File: src/rtl/tt_um_hoene_protocol_forward_pkg.sv
// Shared protocol constants for the Manchester forwarding stage.
// Holds the bit-FIFO geometry, the half-period width and the encoder
// state encodings (IDLE=0, FIRST_HALF=1, SECOND_HALF=2). It also provides
// a helper that clamps a zero pulsewidth to a one-cycle half period.
package tt_um_hoene_protocol_forward_pkg;

    localparam int FIFO_DEPTH = 4;
    localparam int PTR_W      = 2;   // wraps modulo FIFO_DEPTH
    localparam int CNT_W      = 3;   // 0..FIFO_DEPTH, separates full from empty
    localparam int PW_W       = 6;

    typedef enum logic [1:0] {
        IDLE        = 2'd0,
        FIRST_HALF  = 2'd1,
        SECOND_HALF = 2'd2
    } enc_state_t;

    // A zero half period would never advance the encoder, so treat it as 1.
    function automatic logic [PW_W-1:0] clamp_half(input logic [PW_W-1:0] pw);
        return (pw == '0) ? PW_W'(1) : pw;
    endfunction

endpackage

File: src/rtl/tt_um_hoene_forward_fifo.sv
// 4-entry single-bit FIFO that buffers decoded bits ahead of the encoder.
// Ports:
//   clk, rst_n : clock, asynchronous active-low reset
//   push, din  : write request and data bit
//   pop, dout  : read request and head-of-queue bit (dout is valid when !empty)
//   empty/full : occupancy flags from the 3-bit count
//   flush      : synchronous clear of all entries; it takes priority over push/pop
// Handshake: a push is accepted when the FIFO is not full, or when a pop is
// accepted in the same cycle. A pop is accepted when the FIFO is not empty.
// A rejected push is simply dropped and the stored contents are unchanged.
// No data bypasses storage: a bit pushed into an empty FIFO is poppable next cycle.
module tt_um_hoene_forward_fifo
    import tt_um_hoene_protocol_forward_pkg::*;
(
    input  logic clk,
    input  logic rst_n,
    input  logic push,
    input  logic pop,
    input  logic din,
    output logic dout,
    output logic empty,
    output logic full,
    input  logic flush
);

    logic [FIFO_DEPTH-1:0] r_mem;
    logic [PTR_W-1:0]      r_wr_ptr;
    logic [PTR_W-1:0]      r_rd_ptr;
    logic [CNT_W-1:0]      r_count;
    logic                  w_push_ok;
    logic                  w_pop_ok;

    assign empty     = (r_count == '0);
    assign full      = (r_count == CNT_W'(FIFO_DEPTH));
    assign w_pop_ok  = pop & ~empty;
    assign w_push_ok = push & (~full | w_pop_ok);
    assign dout      = r_mem[r_rd_ptr];

    always_ff @(posedge clk or negedge rst_n) begin
        if (!rst_n) begin
            r_mem    <= '0;
            r_wr_ptr <= '0;
            r_rd_ptr <= '0;
            r_count  <= '0;
        end else if (flush) begin
            r_wr_ptr <= '0;
            r_rd_ptr <= '0;
            r_count  <= '0;
        end else begin
            if (w_push_ok) begin
                r_mem[r_wr_ptr] <= din;
                r_wr_ptr        <= r_wr_ptr + PTR_W'(1);
            end
            if (w_pop_ok) begin
                r_rd_ptr <= r_rd_ptr + PTR_W'(1);
            end
            case ({w_push_ok, w_pop_ok})
                2'b10:   r_count <= r_count + CNT_W'(1);
                2'b01:   r_count <= r_count - CNT_W'(1);
                default: r_count <= r_count;
            endcase
        end
    end

endmodule

File: src/rtl/tt_um_hoene_protocol_forward.sv
// Re-encodes decoded bits as a Manchester line for the next chip in the chain.
// Rising edges of in_clk (while in_sync is high) push in_data ^ swap_forward_bit
// into a 4-entry FIFO; a three-state encoder pops bits and drives each one
// as two half periods of max(pulsewidth,1) cycles (bit 1: low then high,
// bit 0: high then low). A falling edge of in_sync discards queued bits, but
// the bit currently on the line completes.
// Ports:
//   clk, rst_n        : clock, asynchronous active-low reset
//   in_data, in_clk   : decoded bit and its strobe
//   in_sync           : upstream in-sync indicator
//   swap_forward_bit  : inverts forwarded bits
//   pulsewidth        : half-bit duration in clk cycles
//   out               : Manchester output (low when idle or in reset)
//   busy              : encoder active or FIFO non-empty
//   overflow          : sticky drop flag
// Optional feature macro: TT_UM_HOENE_FORWARD_OVERFLOW_EN enables the sticky
// overflow flag. Without it, overflow is tied low and drops are silent.
module tt_um_hoene_protocol_forward
    import tt_um_hoene_protocol_forward_pkg::*;
(
    input  logic            clk,
    input  logic            rst_n,
    input  logic            in_data,
    input  logic            in_clk,
    input  logic            in_sync,
    input  logic            swap_forward_bit,
    input  logic [PW_W-1:0] pulsewidth,
    output logic            out,
    output logic            busy,
    output logic            overflow
);

    logic            r_in_clk_q;
    logic            r_sync_q;
    enc_state_t      r_state;
    enc_state_t      w_next_state;
    logic            r_bit;
    logic [PW_W-1:0] r_half;
    logic [PW_W-1:0] r_cnt;

    logic            w_edge;
    logic            w_push;
    logic            w_pop;
    logic            w_flush;
    logic            w_din;
    logic            w_fifo_dout;
    logic            w_empty;
    logic            w_full;
    logic            w_drop;
    logic            w_half_done;
    logic            w_out;

    // r_in_clk_q resets to 0, so an in_clk already high at reset release is an edge.
    assign w_edge  = in_clk & ~r_in_clk_q;
    assign w_push  = w_edge & in_sync;
    assign w_flush = r_sync_q & ~in_sync;
    assign w_din   = in_data ^ swap_forward_bit;
    assign w_drop  = w_push & w_full & ~w_pop;

    tt_um_hoene_forward_fifo u_fifo (
        .clk   (clk),
        .rst_n (rst_n),
        .push  (w_push),
        .pop   (w_pop),
        .din   (w_din),
        .dout  (w_fifo_dout),
        .empty (w_empty),
        .full  (w_full),
        .flush (w_flush)
    );

    always_ff @(posedge clk or negedge rst_n) begin
        if (!rst_n) begin
            r_in_clk_q <= 1'b0;
            r_sync_q   <= 1'b0;
        end else begin
            r_in_clk_q <= in_clk;
            r_sync_q   <= in_sync;
        end
    end

    assign w_half_done = (r_cnt == '0);

    // Next-state logic. A flush cycle never pops, so the bit being discarded
    // cannot slip into the encoder.
    always_comb begin
        w_next_state = r_state;
        w_pop        = 1'b0;
        case (r_state)
            IDLE: begin
                if (!w_empty && !w_flush) begin
                    w_pop        = 1'b1;
                    w_next_state = FIRST_HALF;
                end
            end
            FIRST_HALF: begin
                if (w_half_done) begin
                    w_next_state = SECOND_HALF;
                end
            end
            SECOND_HALF: begin
                if (w_half_done) begin
                    if (!w_empty && !w_flush) begin
                        w_pop        = 1'b1;
                        w_next_state = FIRST_HALF;
                    end else begin
                        w_next_state = IDLE;
                    end
                end
            end
            default: w_next_state = IDLE;
        endcase
    end

    // The half period is latched at pop time, so later pulsewidth changes only
    // affect later bits. The counter runs N-1..0 for each half.
    always_ff @(posedge clk or negedge rst_n) begin
        if (!rst_n) begin
            r_state <= IDLE;
            r_bit   <= 1'b0;
            r_half  <= '0;
            r_cnt   <= '0;
        end else begin
            r_state <= w_next_state;
            if (w_pop) begin
                r_bit  <= w_fifo_dout;
                r_half <= clamp_half(pulsewidth);
                r_cnt  <= clamp_half(pulsewidth) - PW_W'(1);
            end else if (w_next_state == IDLE) begin
                r_cnt <= '0;
            end else if (w_half_done) begin
                r_cnt <= r_half - PW_W'(1);
            end else begin
                r_cnt <= r_cnt - PW_W'(1);
            end
        end
    end

    // Decoded from the state register, so reset drops the line immediately.
    always_comb begin
        w_out = 1'b0;
        case (r_state)
            FIRST_HALF:  w_out = ~r_bit;
            SECOND_HALF: w_out = r_bit;
            default:     w_out = 1'b0;
        endcase
    end

    assign out  = w_out;
    assign busy = (r_state != IDLE) | ~w_empty;

`ifdef TT_UM_HOENE_FORWARD_OVERFLOW_EN
    logic r_overflow;

    always_ff @(posedge clk or negedge rst_n) begin
        if (!rst_n) begin
            r_overflow <= 1'b0;
        end else if (w_flush) begin
            r_overflow <= 1'b0;
        end else if (w_drop) begin
            r_overflow <= 1'b1;
        end
    end

    assign overflow = r_overflow;
`else
    logic w_unused_drop;
    assign w_unused_drop = w_drop;
    assign overflow      = 1'b0;
`endif

endmodule

File: config.mk
export PLATFORM = sky130hd
export DESIGN_NAME = tt_um_hoene_protocol_forward
export DESIGN_NICKNAME = d
export VERILOG_FILES = /design/src/rtl/tt_um_hoene_protocol_forward_pkg.sv /design/src/rtl/tt_um_hoene_forward_fifo.sv /design/src/rtl/tt_um_hoene_protocol_forward.sv
export SDC_FILE = /design/constraint.sdc
export NUM_CORES = 1
export LEC_CHECK = 0
export CAP_MARGIN = 20
export CORE_MARGIN = 2
export CORE_UTILIZATION = 55
export DETAILED_ROUTE_END_ITERATION = 6
export DONT_BUFFER_PORTS = 1
export PLACE_DENSITY = 0.71
export SLEW_MARGIN = 30
export SYNTH_ARGS = -nofsm -noshare
export SYNTH_HDL_FRONTEND = slang
export SYNTH_SLANG_ARGS = --single-unit
File: constraint.sdc
create_clock -name clk -period 2.3 [get_ports clk]
set_input_delay 0 -clock clk [delete_from_list [all_inputs] [get_ports clk]]
set_output_delay 0 -clock clk [all_outputs]
set_load 0.005 [all_outputs]
* Word level (Yosys, flattened, before mapping)
Index checks and enable logic that the tools add are counted.
** Cells by class
- Add/subtract/negate cells :: 7
- Order comparisons :: 3
- Equal/unequal tests :: 5
- Muxes and demuxes :: 24
- Bitwise gates (word level) :: 14
- Reduce and logical (&&, ||, !) cells :: 14
** Operators by type and width (number)
- $mux 6 :: 4
- $sub 6x1->6 const B :: 3
- $mux 2 :: 7
- $logic_not 6->1 :: 2
- $lt 2x3->1 const B :: 2
- $not 1->1 :: 6
- $pmux 2 s3 :: 1
- $pmux 3 s2 :: 1
- $reduce_bool 2->1 :: 3
- $and 1x1->1 :: 5
- $mux 1 :: 5
- $add 2x1->2 const B :: 2
- $bwmux 4 :: 1
- $eq 2x1->1 const B :: 2
- $eq 2x2->1 const B :: 2
- $logic_not 2->1 :: 2
- $pmux 1 s2 :: 2
- $add 3x1->3 const B :: 1
- $eq 3x3->1 const B :: 1
- $logic_not 3->1 :: 1
- $mux 3 :: 1
- $reduce_bool 3->1 :: 1
- $sub 3x1->3 const B :: 1
- $bmux 1 s2 :: 1
- 7 further kinds :: 10
** Storage, ports and cells
- Flip-flop bits (word level) :: 28
- Bits of input ports :: 12
- Output and inout port bits :: 3
- Word-level logic and storage cells :: 77

* Logic depth before layout (Yosys ltp)
- Depth after elaboration :: 13
- Gate-level depth with buffers :: 8
- Depth with buffers taken out :: 8

* Hierarchy
Synthesis repeated with hierarchy kept, for this count alone.
** Unflattened totals
- Cells, all modules :: 177
- Area, all modules :: 1764.2 um^2
** By module, submodules not included
- tt_um_hoene_protocol_forward :: times used 1, cells each 108, area an instance 1017.2 um^2, sequential area each 425.4 um^2
- tt_um_hoene_forward_fifo :: times used 1, cells each 69, area an instance 747.0 um^2, sequential area each 275.3 um^2

* Worst setup path before layout
Ideal clock, no wire load.
- Path type :: reg-to-reg
- Start point :: register r_cnt[1]
- End point :: register u_fifo.r_count[2]
- Setup time :: 0.077 ns
- Arrival time :: 2.176 ns
- Required time :: 2.223 ns
- Setup slack :: 0.047 ns
- Stages on the path, launching flop included :: 9
- Path buffers :: 0
- Clock period less this slack :: 2.253 ns
- Cells stage by stage :: dfrtp_1 -> or4_1 -> o21ai_2 -> and3_1 -> fa_1 -> inv_1 -> a2111o_1 -> a21o_1 -> a21oi_1
** On the way
- Longest elaborated chain between the ends :: 9
- Elaborated cells on any way between the ends :: 11
- Classes of those cells :: eq/ne (2); mux (4); bitwise (3); reduce/logical (2)
** RTL lines
- start: declaration :: line tt_um_hoene_protocol_forward.sv:39 : logic [PW_W-1:0] r_cnt;
- start signal: assignment :: line tt_um_hoene_protocol_forward.sv:128 : r_cnt <= clamp_half(pulsewidth) - PW_W'(1);
- start signal: assignment :: line tt_um_hoene_protocol_forward.sv:132 : r_cnt <= r_half - PW_W'(1);
- start signal: assignment :: line tt_um_hoene_protocol_forward.sv:134 : r_cnt <= r_cnt - PW_W'(1);
- $logic_not 6->1 * :: line tt_um_hoene_protocol_forward.sv:82 : assign w_half_done = (r_cnt == '0);
- $mux 1 * :: line tt_um_hoene_protocol_forward.sv:102 : if (w_half_done) begin
- $pmux 1 s2 * :: line tt_um_hoene_protocol_forward.sv:89 : case (r_state)
- $and 1x1->1 * :: line tt_um_hoene_forward_fifo.sv:35 : assign w_pop_ok = pop & ~empty;
- $or 1x1->1 :: line tt_um_hoene_forward_fifo.sv:36 : assign w_push_ok = push & (~full | w_pop_ok);
- $and 1x1->1 :: line tt_um_hoene_forward_fifo.sv:36
- $eq 2x1->1 or $eq 2x2->1 (tied branches) :: line tt_um_hoene_forward_fifo.sv:57 : case ({w_push_ok, w_pop_ok})
- $pmux 3 s2 :: line tt_um_hoene_forward_fifo.sv:57
- $mux 3 :: line tt_um_hoene_forward_fifo.sv:45 : end else if (flush) begin
- end signal: assignment :: line tt_um_hoene_forward_fifo.sv:58 : 2'b10: r_count <= r_count + CNT_W'(1);
- end signal: assignment :: line tt_um_hoene_forward_fifo.sv:59 : 2'b01: r_count <= r_count - CNT_W'(1);
- end signal: assignment :: line tt_um_hoene_forward_fifo.sv:60 : default: r_count <= r_count;
- end: declaration :: line tt_um_hoene_forward_fifo.sv:29 : logic [CNT_W-1:0] r_count;
Mark *: on every way between the ends. The rest lies on a longest branch, timed or not.
A chain may end at the register's enable or synchronous reset.

* Worst setup path in the final report
Ends and elaborated chain as after synthesis.

==> run summary <==
FF+latch count, synth: 28
Worst clock skew: 5.65 ps
Final setup violation count: 0
Clk sink count: 28
Vias/cell: 5.85
Fmax: 0.456 GHz
CP Class: reg2reg
Startpoint Class: flop
Crit end category: flop
Cells on worst reg2reg path: 8
Cells after Synth: 160
Initial antenna violation count: 0
Final Max Slew Viols: 0
Core ar.: 2710 sq um
Worst EP required: 2590 ps
Worst-path cell with the longest stage delay: or4_4
Share of the synthesized area in the top cell type: 45.1%
Pin count of the biggest net entering global routing: 29
Full die area: 3270 sq um
Number of remaining DRC errors: 0
Pleak: 0.813 nW
Fin crit period: 2200 ps
Sequential fraction of the synthesis area: 45.1%
Period Utilization, post-route: 95.4%
Share of cells above drive strength 1: 15.5%
Num CTS Buffers: 3
Worst skew pair latency: 340 ps
TritonRoute pass-1 iters: 4
Grt total ovfl: 0
Worst-Margin Slew: 540 ps
Reg-to-reg slack, setup: 100 ps
First-pass GRT wire length: 5.58 mm
Hold Fails Final Rpt: 0
N_diodes: 0
Hpwl dp: 2.30 mm
Footprint of the multi-input gates: 825 sq um
Cell family with most CP delay: simple AND/OR/NAND/NOR gates
GR Util All Layers: 22.1%
Worst path buffer plus inverter count: 1
Number of fill cells: 211
Setup TNS: 0 ps
Worst hold stages: 3
VDD IR max: 391 uV
Non-Filler Instances: 212
Mapped cell area: 1560 sq um
Crit-path max cell delay: 570 ps
Post-synth EDFFs: 0
CTS H-tree lvls: 1
Mapped Avg Cell Area: 9.72 sq um
Drt total wl: 3.21 mm
RSZ-0062 raised after global routing: no
Synth warn: 0
Die width: 57.2 microns
Synthesis-to-finish area growth: 17.0%
Die Ht: 57.2 microns
Pwr Total: 931 uW
Cell Pwr Density: 512 nW/um^2
Instance count on the critical path: 8
Dpl cells: 198
Max Root-Sink Buffers: 2
DRT iter0 DRCs: 68
Register Area: 701 sq um
Gpl congestion: 0.919
I/O pin total: 15
Hold/Removal Path Class: in2reg
Cell taking the most area after synthesis: dfrtp_1
Max cap viols: 0
Critical Path AT: 2480 ps
Antenna Nets Post-Route: 0
CTS tree: done
Cell internal pwr: 690 uW
Async SR Flop Fraction: 100%
Comb pwr share: 13.4%
Post-CTS setup buffer count: 0
Crit-path cells: or4_4 -> o21ai_4 -> and3_4 -> fa_2 -> inv_2 -> a2111o_1 -> a21o_1 -> a21oi_2
Switch share: 25.9%
Status: finished, final reports clean
Clk slew on worst S/H paths: 160 ps
# nets final: 201
Initial Util: 57.4%
Sequential Power Share: 59.7%
Post-synth top flop: dfrtp_1
Buffers on Ports: 0
Root buf cell: clkbuf_4
Syn_nets: 179
# rows: 19
Max FO, Critical Path: 3
Distinct cell type count of the synthesized netlist: 48
Per-cell routed wire length: 15.1 microns
Fin util: 67.1%
Clock group share of total power: 27.0%
Vias: 1241
Vias in the first global route: 1293
Dominant cells by area after synthesis: dfrtp_1, nand2_1, ha_1, a21oi_1, mux2_1
Slew margin rel.: 63.9%
Sw Pwr: 241 uW
metal layers:
layer | up-vias | wire length, microns | GRT usage, %
met5 | - | 0 | 0
li1 | 609 | - | -
met2 | 31 | 1580 | 36.8
met3 | 12 | 104 | 3.17
met4 | 0 | 109 | 12.0
met1 | 589 | 1410 | 27.8
registers in the layout, indices dropped and copies added (netlist names), 2 cells and up:
| name | cells |
|---|---|
| r_state | 2 |
| u_fifo.r_wr_ptr | 2 |
| u_fifo.r_mem | 4 |
| u_fifo.r_count | 3 |
| r_half | 6 |
| r_cnt | 6 |
| u_fifo.r_rd_ptr | 2 |
layout make-up:
class	instances	area share, %
multi-input cells	121	45.3
clock buffers	4	1.99
flip-flops and latches	28	38.5
repair buffers	21	10.6
inverters	7	1.44
well taps	31	2.13
cells in the mapped netlist, types with 3 or more instances:
cell / instances
dfrtp_1: 28
inv_1: 7
nor3_1: 6
nand2_1: 32
mux2i_1: 3
o22ai_1: 5
mux2_1: 4
nor2_1: 9
o21ai_0: 4
ha_1: 6
a21oi_1: 10
xor2_1: 3
xnor2_1: 4
path summary, 6_finish.rpt:
path / from / endpoint
setup / recovery: r_cnt[1]$_DFF_PN0_ / u_fifo.r_count[2]$_DFFE_PN0P_
hold / removal: in_sync / u_fifo.r_rd_ptr[1]$_DFFE_PN0P_
setup reg to reg: r_cnt[1]$_DFF_PN0_ / u_fifo.r_count[2]$_DFFE_PN0P_
hold reg to reg: u_fifo.r_rd_ptr[1]$_DFFE_PN0P_ / u_fifo.r_rd_ptr[1]$_DFFE_PN0P_
max in group asynchronous: rst_n / r_cnt[0]$_DFF_PN0_
min in group asynchronous: rst_n / r_half[2]$_DFFE_PN0N_
worst register-to-register path, stage by stage (launching register included):
cell and delay [ps]:
dfrtp_1 410, or4_4 570, o21ai_4 150, and3_4 200
fa_2 190, inv_2 40, a2111o_1 300, a21o_1 170
a21oi_2 120
what timing repair did:
item | 4_1_cts | 5_1_grt
endpoints found under the setup margin | 0 | 1
hold endpoints to repair | 44 | 0
resized for setup | 0 | 6
hold buffers | 10 | 0
through the flow:
step	cell area, sq um	hold slack [ps]	setup WS [ps]
after global routing	1820	28.7	3.11
after floorplan	1560	-296	46.6
after CTS	1800	6.80	64.2
after detailed placement	1650	-295	109
final	1820	8.96	105
after global placement	1650	-295	153
cell usage in the layout (no fill, tap or decap), drive strengths merged, types with 5 or more instances in the layout:
cell type	count
nor3	6
nand2	33
ha	6
inv	7
nor2	9
o21ai	5
dfrtp	28
o22ai	5
dlygate4sd3	9
a21oi	10
buf	12
cell families (layout without fill, tap and decap cells):
family / count (synthesis) / count (layout) / share of synthesized area (%)
AND/OR/NAND/NOR: 62 / 62 / 19.1
multiplexers: 8 / 8 / 6.27
XOR/XNOR: 7 / 7 / 3.94
buffers and inverters: 11 / 32 / 3.38
flip-flops: 28 / 28 / 45.1
AO/OA/AOI/OAI: 36 / 36 / 15.9
other: 1 / 1 / 0.241
adder cells (fa/ha/maj): 7 / 7 / 6.11
power by group through the flow:
stage / sequential, mW / clock, mW / combinational [mW]
2_1_floorplan: 0.557 / 0 / 0.0746
5_1_grt: 0.562 / 0.266 / 0.143
3_3_place_gp: 0.562 / 0 / 0.0880
3_5_place_dp: 0.565 / 0 / 0.0943
4_1_cts: 0.554 / 0.254 / 0.125
6_report: 0.555 / 0.251 / 0.124
(Power assumes the default switching activity.)
